`config.mk`:
```
export PLATFORM = sky130hd
export DESIGN_NAME = panda_prefetch_if
export DESIGN_NICKNAME = d
export VERILOG_FILES = /design/src/rtl/panda_prefetch_if.sv
export SDC_FILE = /design/constraint.sdc
export NUM_CORES = 1
export LEC_CHECK = 0
export ABC_AREA = 1
export CORE_UTILIZATION = 45
export CTS_BUF_LIST = sky130_fd_sc_hd__clkbuf_16
export DETAILED_ROUTE_END_ITERATION = 8
export GPL_TIMING_DRIVEN = 0
export PLACE_DENSITY = 0.73
export SLEW_MARGIN = 15
export SYNTH_ARGS = -nofsm -noshare
export SYNTH_HDL_FRONTEND = slang
export SYNTH_SLANG_ARGS = --single-unit
```
`constraint.sdc`:
```
create_clock -name clk_i -period 5.7 [get_ports clk_i]
set_input_delay 1.14 -clock clk_i [delete_from_list [all_inputs] [get_ports clk_i]]
set_output_delay 1.14 -clock clk_i [all_outputs]
set_load 0.01 [all_outputs]
```
`src/rtl/panda_prefetch_if.sv`:
```
// Instruction prefetch unit: credit-limited request stream, response FIFO, IF/ID output register.
// Optional misaligned-redirect checking under PANDA_FETCH_MISALIGN_CHK_EN; if_id_o = {instr, pc, pc_inc, valid}.
module panda_prefetch_if #(
  parameter int unsigned Depth    = 4,
  parameter logic [31:0] BootAddr = 32'h0000_0000
) (
  input  logic        clk_i,
  input  logic        rst_i,
  input  logic        stall_i,
  input  logic        flush_i,
  input  logic        change_flow_i,
  input  logic [31:0] jb_address_i,
  output logic        instr_req_o,
  output logic [31:0] instr_addr_o,
  input  logic        instr_gnt_i,
  input  logic        instr_rvalid_i,
  input  logic [31:0] instr_rdata_i,
  output logic [96:0] if_id_o,
  output logic        fetch_fault_o
);

  localparam int unsigned PtrW   = $clog2(Depth);
  localparam int unsigned CntW   = PtrW + 1;
  localparam logic [CntW:0] Limit  = (CntW + 1)'(Depth);
  localparam logic [96:0]   Bubble = {32'h0000_0013, 32'h0000_0000, 32'h0000_0000, 1'b0};

  logic [31:0]     fetch_pc_r, fetch_pc_nxt_s;
  logic [31:0]     resp_pc_r, resp_pc_nxt_s;
  logic [CntW-1:0] out_r, out_nxt_s;
  logic [CntW-1:0] discard_r, discard_nxt_s;
  logic [CntW-1:0] count_r, count_nxt_s;
  logic [PtrW-1:0] wr_ptr_r, wr_ptr_nxt_s;
  logic [PtrW-1:0] rd_ptr_r, rd_ptr_nxt_s;
  logic [63:0]     mem_r [Depth];
  logic [63:0]     head_s;
  logic [96:0]     if_id_r, if_id_nxt_s;
  logic [31:0]     target_s;
  logic [CntW:0]   credit_s;
  logic            halted_s;
  logic            grant_s;
  logic            drop_s;
  logic            push_s;
  logic            pop_s;

`ifdef PANDA_FETCH_MISALIGN_CHK_EN
  logic misalign_s;
  logic halted_r;
  logic fault_r;

  assign target_s      = jb_address_i;
  assign misalign_s    = change_flow_i & (jb_address_i[1:0] != 2'b00);
  assign halted_s      = halted_r;
  assign fetch_fault_o = fault_r;

  // One-cycle fault pulse; requests stay halted until an aligned redirect
  always_ff @(posedge clk_i or posedge rst_i) begin
    if (rst_i) begin
      halted_r <= 1'b0;
      fault_r  <= 1'b0;
    end else begin
      fault_r <= misalign_s;
      if (change_flow_i) begin
        halted_r <= misalign_s;
      end
    end
  end
`else
  logic unused_low_s;

  assign target_s      = {jb_address_i[31:2], 2'b00};
  assign halted_s      = 1'b0;
  assign fetch_fault_o = 1'b0;
  assign unused_low_s  = ^jb_address_i[1:0];
`endif

  // Buffered plus in-flight words never exceed the FIFO depth, so pushes cannot overflow
  assign credit_s     = {1'b0, count_r} + {1'b0, out_r};
  assign instr_req_o  = ~rst_i & ~halted_s & (credit_s < Limit);
  assign instr_addr_o = fetch_pc_r;
  assign head_s       = mem_r[rd_ptr_r];
  assign if_id_o      = if_id_r;

  // Next-state for fetch/response PCs, counters, FIFO pointers and IF/ID register
  always_comb begin
    grant_s        = instr_req_o & instr_gnt_i;
    drop_s         = instr_rvalid_i & (discard_r != {CntW{1'b0}});
    push_s         = instr_rvalid_i & ~drop_s & ~change_flow_i;
    pop_s          = ~stall_i & ~flush_i & (count_r != {CntW{1'b0}});
    out_nxt_s      = out_r + CntW'(grant_s) - CntW'(instr_rvalid_i);
    fetch_pc_nxt_s = fetch_pc_r;
    resp_pc_nxt_s  = resp_pc_r;
    discard_nxt_s  = discard_r;
    count_nxt_s    = count_r;
    wr_ptr_nxt_s   = wr_ptr_r;
    rd_ptr_nxt_s   = rd_ptr_r;
    if_id_nxt_s    = if_id_r;

    if (change_flow_i) begin
      // Everything still in flight, including this cycle's grant, belongs to the old path
      fetch_pc_nxt_s = target_s;
      resp_pc_nxt_s  = target_s;
      discard_nxt_s  = out_nxt_s;
      count_nxt_s    = {CntW{1'b0}};
      wr_ptr_nxt_s   = {PtrW{1'b0}};
      rd_ptr_nxt_s   = {PtrW{1'b0}};
    end else begin
      if (grant_s) begin
        fetch_pc_nxt_s = fetch_pc_r + 32'd4;
      end else begin
        fetch_pc_nxt_s = fetch_pc_r;
      end
      if (push_s) begin
        resp_pc_nxt_s = resp_pc_r + 32'd4;
        wr_ptr_nxt_s  = wr_ptr_r + PtrW'(1'b1);
      end else begin
        resp_pc_nxt_s = resp_pc_r;
        wr_ptr_nxt_s  = wr_ptr_r;
      end
      if (pop_s) begin
        rd_ptr_nxt_s = rd_ptr_r + PtrW'(1'b1);
      end else begin
        rd_ptr_nxt_s = rd_ptr_r;
      end
      if (drop_s) begin
        discard_nxt_s = discard_r - CntW'(1'b1);
      end else begin
        discard_nxt_s = discard_r;
      end
      count_nxt_s = count_r + CntW'(push_s) - CntW'(pop_s);
    end

    if (stall_i) begin
      if_id_nxt_s = if_id_r;
    end else if (flush_i) begin
      if_id_nxt_s = Bubble;
    end else if (count_r != {CntW{1'b0}}) begin
      if_id_nxt_s = {head_s[31:0], head_s[63:32], head_s[63:32] + 32'd4, 1'b1};
    end else begin
      if_id_nxt_s = Bubble;
    end
  end

  // Control state registers
  always_ff @(posedge clk_i or posedge rst_i) begin
    if (rst_i) begin
      fetch_pc_r <= BootAddr;
      resp_pc_r  <= BootAddr;
      out_r      <= {CntW{1'b0}};
      discard_r  <= {CntW{1'b0}};
      count_r    <= {CntW{1'b0}};
      wr_ptr_r   <= {PtrW{1'b0}};
      rd_ptr_r   <= {PtrW{1'b0}};
      if_id_r    <= Bubble;
    end else begin
      fetch_pc_r <= fetch_pc_nxt_s;
      resp_pc_r  <= resp_pc_nxt_s;
      out_r      <= out_nxt_s;
      discard_r  <= discard_nxt_s;
      count_r    <= count_nxt_s;
      wr_ptr_r   <= wr_ptr_nxt_s;
      rd_ptr_r   <= rd_ptr_nxt_s;
      if_id_r    <= if_id_nxt_s;
    end
  end

  // FIFO storage; entries are only read while counted as occupied, so no reset needed
  always_ff @(posedge clk_i) begin
    if (push_s) begin
      mem_r[wr_ptr_r] <= {resp_pc_r, instr_rdata_i};
    end
  end

endmodule
```
==> flow_summary.yaml, run 1 <==
floorplan:
  start_util_pct: 45.6
  io_pins: 202
  fp-row-count: 74
  die_h_um: 205
  die-area_mm2: 0.0422
  die_x_um: 205
  core_area_mm2: 0.0408
setup_path:
  r2r_cells: 13
  critPathBufInv: 6
  cp_slowest_stage_delay_ns: 0.59
  worstPathMaxFanout: 10
  critPathTopFamily: "buffers and inverters"
  start_kind: "input pin"
  r2r_start: "count_r[1]$_DFF_PP0_"
  rrSetupSlack_ns: 2.14
  crit_arrival_ns: 4.49
  criticalPathCategory: "in -> reg"
  crit_required_ns: 6.12
  crit_chain: "clkdlybuf4s50_1 -> inv_1 -> nand2_1 -> nor2_1 -> clkbuf_1 -> buf_2 -> ha_1 -> inv_1 -> ha_1 -> inv_1 -> fa_1 -> o21ai_0 -> a21oi_1"
  crit_top_cell: "inv_1"
  crit_slowest_cell: "nor2_1"
  endpoint_kind: "flip-flop"
  r2r_end: "count_r[2]$_DFF_PP0_"
timing:
  relSlewSlack_pct: 44.1
  setup_viol: 0
  rsz0062_at_grt: "no"
  slew_viol_final: 0
  period_share_pct: 71.4
  skew_ns: 0.0285
  max_freq_ghz: 0.246
  hold_violations: 0
  tightest_slew_ns: 0.839
  min_period_ns: 4.07
logic_synthesis:
  async_flop_share_pct: 40.2
  synth_top_flop_cell: "edfxtp_1"
  ys_seq_area_share_pct: 62.5
  synth_edf_count: 248
  postSynthCellCount: 1903
  synth_seq_cells: 415
  yosysTopAreaCell: "edfxtp_1"
  synth_top_area_share_pct: 40.0
  synth_cell_types: 42
  yosysMostFrequentCell: "nand2_1"
  synth_commonest_cells: "nand2_1 (534), edfxtp_1 (248), inv_1 (192), dfrtp_1 (164), nor2_1 (164)"
  avgSynthCellArea_um2: 9.78
  synth_area_leaders: "edfxtp_1 (40%), dfrtp_1 (22%), nand2_1 (11%), inv_1 (3.9%), nor2_1 (3.3%)"
  ys_warn_count: 0
  netlist_area_mm2: 0.0186
clock_network:
  path_clk_slew_ns: 0.06
  htree_levels: 2
  cts_sinks: 415
  cts_setup_buffers: 0
  cts_hold_buf: 0
  clockBufferDepth: 3
  cts_buffers: 43
  cts_tree: "yes"
  clk_root_buffer_cell: "clkbuf_16"
  clkLatencyLatePin_ns: 0.56
  cts-resized-gates: 0
route:
  routed_wl_um: 49200
  drc: 0
  post_drt_via_cell_ratio: 5.30
  drt-wirelength-per-cell_um: 18.1
  ant_nets: 0
  drtIter0Drc: 1032
  via_count: 14400
  first_pass_iters: 7
final_layout:
  multi_input_area_mm2: 0.00585
  synthToLayoutAreaGrowth_pct: 22.7
  post-route-util_pct: 55.9
  layout-drive-gt1-share_pct: 6.62
  fin_nets: 2242
  antenna_cells: 0
  nFillCells: 3485
  register_area_mm2: 0.0116
min_path:
  hold_end: "if_id_o[45]$_DFFE_PP0N_"
  hold_depth: 2
  hold_start: "if_id_o[45]$_DFFE_PP0N_"
  hold_path.class: "reg -> reg"
power_and_ir_drop:
  p_leak_nw: 9.47
  seq_power_share_pct: 45.1
  switchingPower_mw: 2.62
  clkPwrFrac_pct: 31.8
  peakVddDrop_mv: 0.251
  switching_share_pct: 30.4
  pwr-share-comb_pct: 23.1
  p_per_area_mw_per_mm2: 377
  p_total_mw: 8.61
  p_int_mw: 5.99
placed_design:
  place_congestion: 0.915
  portBuffers: 195
  hpwl_um: 34600
global_route:
  antenna_found_initial: 1
  grt_pass1_vias: 14200
  grt_usage_pct: 24.0
  grt_pass1_wl_um: 77900
  grt_start_max_net_pins: 107
  overflow: 0
run_status:
  status: "finished clean"
job:
  cap_violations: 0
## cell usage in the layout (no fill, tap or decap), types with 29 or more instances in the layout
cell type	count
nand2_1	534
edfxtp_1	248
inv_1	200
clkdlybuf4s50_1	195
dfrtp_1	164
nor2_1	160
nand3_1	122
o21ai_0	107
clkbuf_16	44
clkbuf_1	43
nor3_1	34
a22o_1	32
o211ai_1	29
o22ai_1	29
## power by group through the flow
stage               combinational, mW  clock (mW)  sequential (mW)
global placement                 1.91           0             3.93
CTS                              1.99        2.76             3.88
detailed placement               1.98           0             3.93
global route                     2.20        2.90             3.92
floorplan                       0.991           0             3.94
finish                           1.98        2.74             3.88
## logic make-up (layout without fill, tap and decap cells)
logic type      after synthesis  count (layout)  synth area share, %
fa+ha+maj                    17              17                 1.22
buf+inv                     280             564                 6.30
compound gates              252             252                 8.32
xor+xnor                     31              31                 1.46
simple gates                907             907                 20.2
other cells                   1               3               0.0201
flops                       415             415                 62.5
## worst max path at each step
stage | startpoint | endpoint | slack [ns] | cells past startpoint
3_3_place_gp | rst_i | if_id_o[53]$_DFFE_PP0N_ | -2.61 | 2
5_1_grt | stall_i | count_r[2]$_DFF_PP0_ | 1.39 | 13
4_1_cts | stall_i | count_r[2]$_DFF_PP0_ | 1.65 | 13
2_1_floorplan | rst_i | count_r[0]$_DFF_PP0_ | 0.05 | 1
6_report | stall_i | count_r[2]$_DFF_PP0_ | 1.63 | 13
3_5_place_dp | stall_i | count_r[2]$_DFF_PP0_ | 1.14 | 13
## final cells by class
type | instances | area share, %
Clock inverter | 36 | 1.22
Timing Repair Buffer | 204 | 9.37
Buffer | 83 | 1.90
Tap cell | 532 | 2.91
Sequential cell | 415 | 50.9
Multi-Input combinational cell | 1210 | 25.6
Clock buffer | 44 | 4.82
Inverter | 197 | 3.27
## layer usage
layer  wire length [um]  track usage, %  vias to the layer above  share of wire [%]
li1                   -               -                     6866                  -
met1              21000            32.8                     6904                 43
met2              23500            40.0                      571                 48
met3               3630            3.20                       77                7.4
met4               1070            7.01                        0                2.2
met5                  0               0                        -                  0
## stage by stage
step / TNS [ns] / hold slack, ns / setup WS [ns] / cells / instance area (um^2)
after CTS: 0 / 0.482 / 1.65 / 2721 / 22800
after detailed placement: 0 / 0.465 / 1.14 / 2641 / 21500
after floorplan: 0 / 0.486 / 0.0466 / 1905 / 18600
after global placement: -921.92 / 0.462 / -2.61 / 2632 / 21200
final: 0 / 0.478 / 1.63 / 2721 / 22800
after global routing: 0 / 0.501 / 1.39 / 2721 / 22800
## sequential cells by signal, indices dropped and copies added (netlist names)
signal	flops
if_id_o	94
mem_r	248
out_r	3
instr_addr_o	30
discard_r	3
rd_ptr_r	2
wr_ptr_r	2
resp_pc_r	30
count_r	3
## worst register-to-register path: stages, from the launching register on
cell and delay (ns):
dfrtp_1 0.44, nor2_1 0.07, nand2_1 0.14, nand2_1 0.07, nor2_1 0.59, clkbuf_1 0.55, buf_2 0.43, ha_1 0.29
inv_1 0.06, ha_1 0.13, inv_1 0.04, fa_1 0.38, o21ai_0 0.17, a21oi_1 0.06
Power figures use the tool's default switching activity.
==> inputs of run 2 (changes only) <==
==> constraint.sdc (replaced) <==
create_clock -name clk_i -period 3.73 [get_ports clk_i]
set_input_delay 0.746 -clock clk_i [delete_from_list [all_inputs] [get_ports clk_i]]
set_output_delay 0.746 -clock clk_i [all_outputs]
set_load 0.01 [all_outputs]
==> run 2 against run 1 <==
Net effect:
- the run now ends with design-rule violations left
- clock skew down 0.0088 ns
- register-to-register slack lost 1.7 ns
- first-iteration DRC count is 5.8% higher
- non-clock buffer count grew 4
- global-route usage rose by 0.30 points
- total power up 55%
- cell area increased by 0.73%
- hold slack worse by 0.00072 ns
- critical path type unchanged
==> flow_summary.yaml, run 2 (synthesized netlist as in run 1, its figures left out) <==
run_status:
  status: "finished with violations"
  violations: "design-rule violations"
power_and_ir_drop:
  clkPwrFrac_pct: 32.9
  peakVddDrop_mv: 0.320
  switchingPower_mw: 4.03
  switching_share_pct: 30.1
  seq_power_share_pct: 44.4
  pwr-share-comb_pct: 22.8
  p_int_mw: 9.35
  p_per_area_mw_per_mm2: 581
  p_leak_nw: 9.58
timing:
  min_period_ns: 3.39
  holdWs_ns: 0.477
  rsz0062_at_grt: "no"
  setup_viol: 0
  relSlewSlack_pct: 44.3
  hold_violations: 0
  tightest_slew_ns: 0.835
  period_share_pct: 90.8
  layout_setup_ws_ns: 0.342
  max_freq_ghz: 0.295
  skew_ns: 0.0196
  slew_viol_final: 0
setup_path:
  criticalPathCategory: "in -> reg"
  worstPathMaxFanout: 10
  crit_required_ns: 4.18
  crit_arrival_ns: 3.84
  start_kind: "input pin"
  endpoint_kind: "flip-flop"
floorplan:
  fp-row-count: 74
  die-area_mm2: 0.0422
  io_pins: 202
  die_h_um: 205
  start_util_pct: 45.6
  die_x_um: 205
  core_area_mm2: 0.0408
clock_network:
  clkLatencyLatePin_ns: 0.57
  path_clk_slew_ns: 0.06
  cts_setup_buffers: 0
  cts_sinks: 415
  cts_tree: "yes"
  clk_root_buffer_cell: "clkbuf_16"
  cts_hold_buf: 0
  htree_levels: 2
  clockBufferDepth: 3
  cts-resized-gates: 0
  cts_buffers: 44
global_route:
  grt_start_max_net_pins: 33
  antenna_found_initial: 1
  grt_pass1_wl_um: 78100
  grt_usage_pct: 24.3
  overflow: 0
  grt_pass1_vias: 14200
final_layout:
  design_area_mm2: 0.0230
  layout-drive-gt1-share_pct: 6.97
  largest_register_ffs: 248
  fin_nets: 2247
  regMostFlops: "mem_r"
  synthToLayoutAreaGrowth_pct: 23.6
  final_cell_mix: "nand2_1 (534), edfxtp_1 (248), inv_1 (207), clkdlybuf4s50_1 (195), dfrtp_1 (164)"
  nFillCells: 3427
  post-route-util_pct: 56.4
  final_common_cell: "nand2_1"
route:
  drtIter0Drc: 1092
  via_count: 14600
  drt-wirelength-per-cell_um: 18.4
  drc: 1
  first_pass_iters: 7
  routed_wl_um: 50100
  post_drt_via_cell_ratio: 5.34
  ant_nets: 0
placed_design:
  dp_slack_ns: -0.442
  portBuffers: 195
  placed_cell_area_mm2: 0.0215
  place_congestion: 0.914
  hpwl_um: 35600
min_path:
  hold_path.class: "reg -> reg"
job:
  cap_violations: 0
-- run 2: layout make-up --
| cell class | instances | area, um^2 | share of cell area (%) |
|---|---|---|---|
| Sequential cell | 415 | 11600 | 50.5 |
| Multi-Input combinational cell | 1210 | 5850 | 25.4 |
| Timing Repair Buffer | 208 | 2210 | 9.61 |
| Clock buffer | 48 | 1200 | 5.22 |
| Inverter | 197 | 743 | 3.23 |
| Tap cell | 532 | 666 | 2.89 |
| Buffer | 83 | 434 | 1.89 |
| Clock inverter | 34 | 272 | 1.18 |
| Antenna cell | 1 | 2.50 | 0.0109 |
-- run 2: worst paths after layout --
kind	startpoint	to	slack (ns)	depth (start not counted)
worst max-delay path	stall_i	count_r[2]$_DFF_PP0_	0.34	13
worst min-delay path	if_id_o[25]$_DFFE_PP0N_	if_id_o[25]$_DFFE_PP0N_	0.48	2
worst max register to register	count_r[1]$_DFF_PP0_	count_r[2]$_DFF_PP0_	0.46	13
worst min register to register	if_id_o[25]$_DFFE_PP0N_	if_id_o[25]$_DFFE_PP0N_	0.48	2
max in group asynchronous	rst_i	if_id_o[38]$_DFFE_PP0N_	2.07	5
min in group asynchronous	rst_i	instr_addr_o[8]$_DFFE_PP0N_	0.61	2
-- run 2: critical path, cell delays in order --
cell	delay, ns
clkdlybuf4s50_1	0.46
inv_1	0.13
nand2_1	0.08
nor2_2	0.36
clkbuf_1	0.52
buf_2	0.42
ha_1	0.29
inv_1	0.06
ha_1	0.13
inv_1	0.04
fa_1	0.37
o21ai_0	0.17
a21oi_1	0.06
-- run 2: power by group through the flow --
stage | clock [mW] | combinational (mW) | sequential, mW
after global routing | 4.62 | 3.37 | 6.00
final | 4.40 | 3.05 | 5.93
after detailed placement | 0 | 3.04 | 6.01
after CTS | 4.45 | 3.06 | 5.93
after floorplan | 0 | 1.52 | 6.03
after global placement | 0 | 2.92 | 6.00
-- run 2: stage by stage --
step                      setup TNS [ns]  std cells  power (mW)
after CTS                              0       2727        13.4
final                                  0       2728        13.4
after floorplan                  -186.79       1905        7.54
after detailed placement          -0.826       2645        9.05
after global routing                   0       2728        14.0
after global placement          -1025.34       2632        8.93
-- run 2: layer usage --
layer / track usage [%] / vias up / share of wire, %
met1: 32.2 / 7018 / 42
met2: 40.2 / 582 / 48
met4: 7.49 / 0 / 2.6
li1: - / 6867 / -
met5: 0 / - / 0
met3: 4.70 / 101 / 7.0
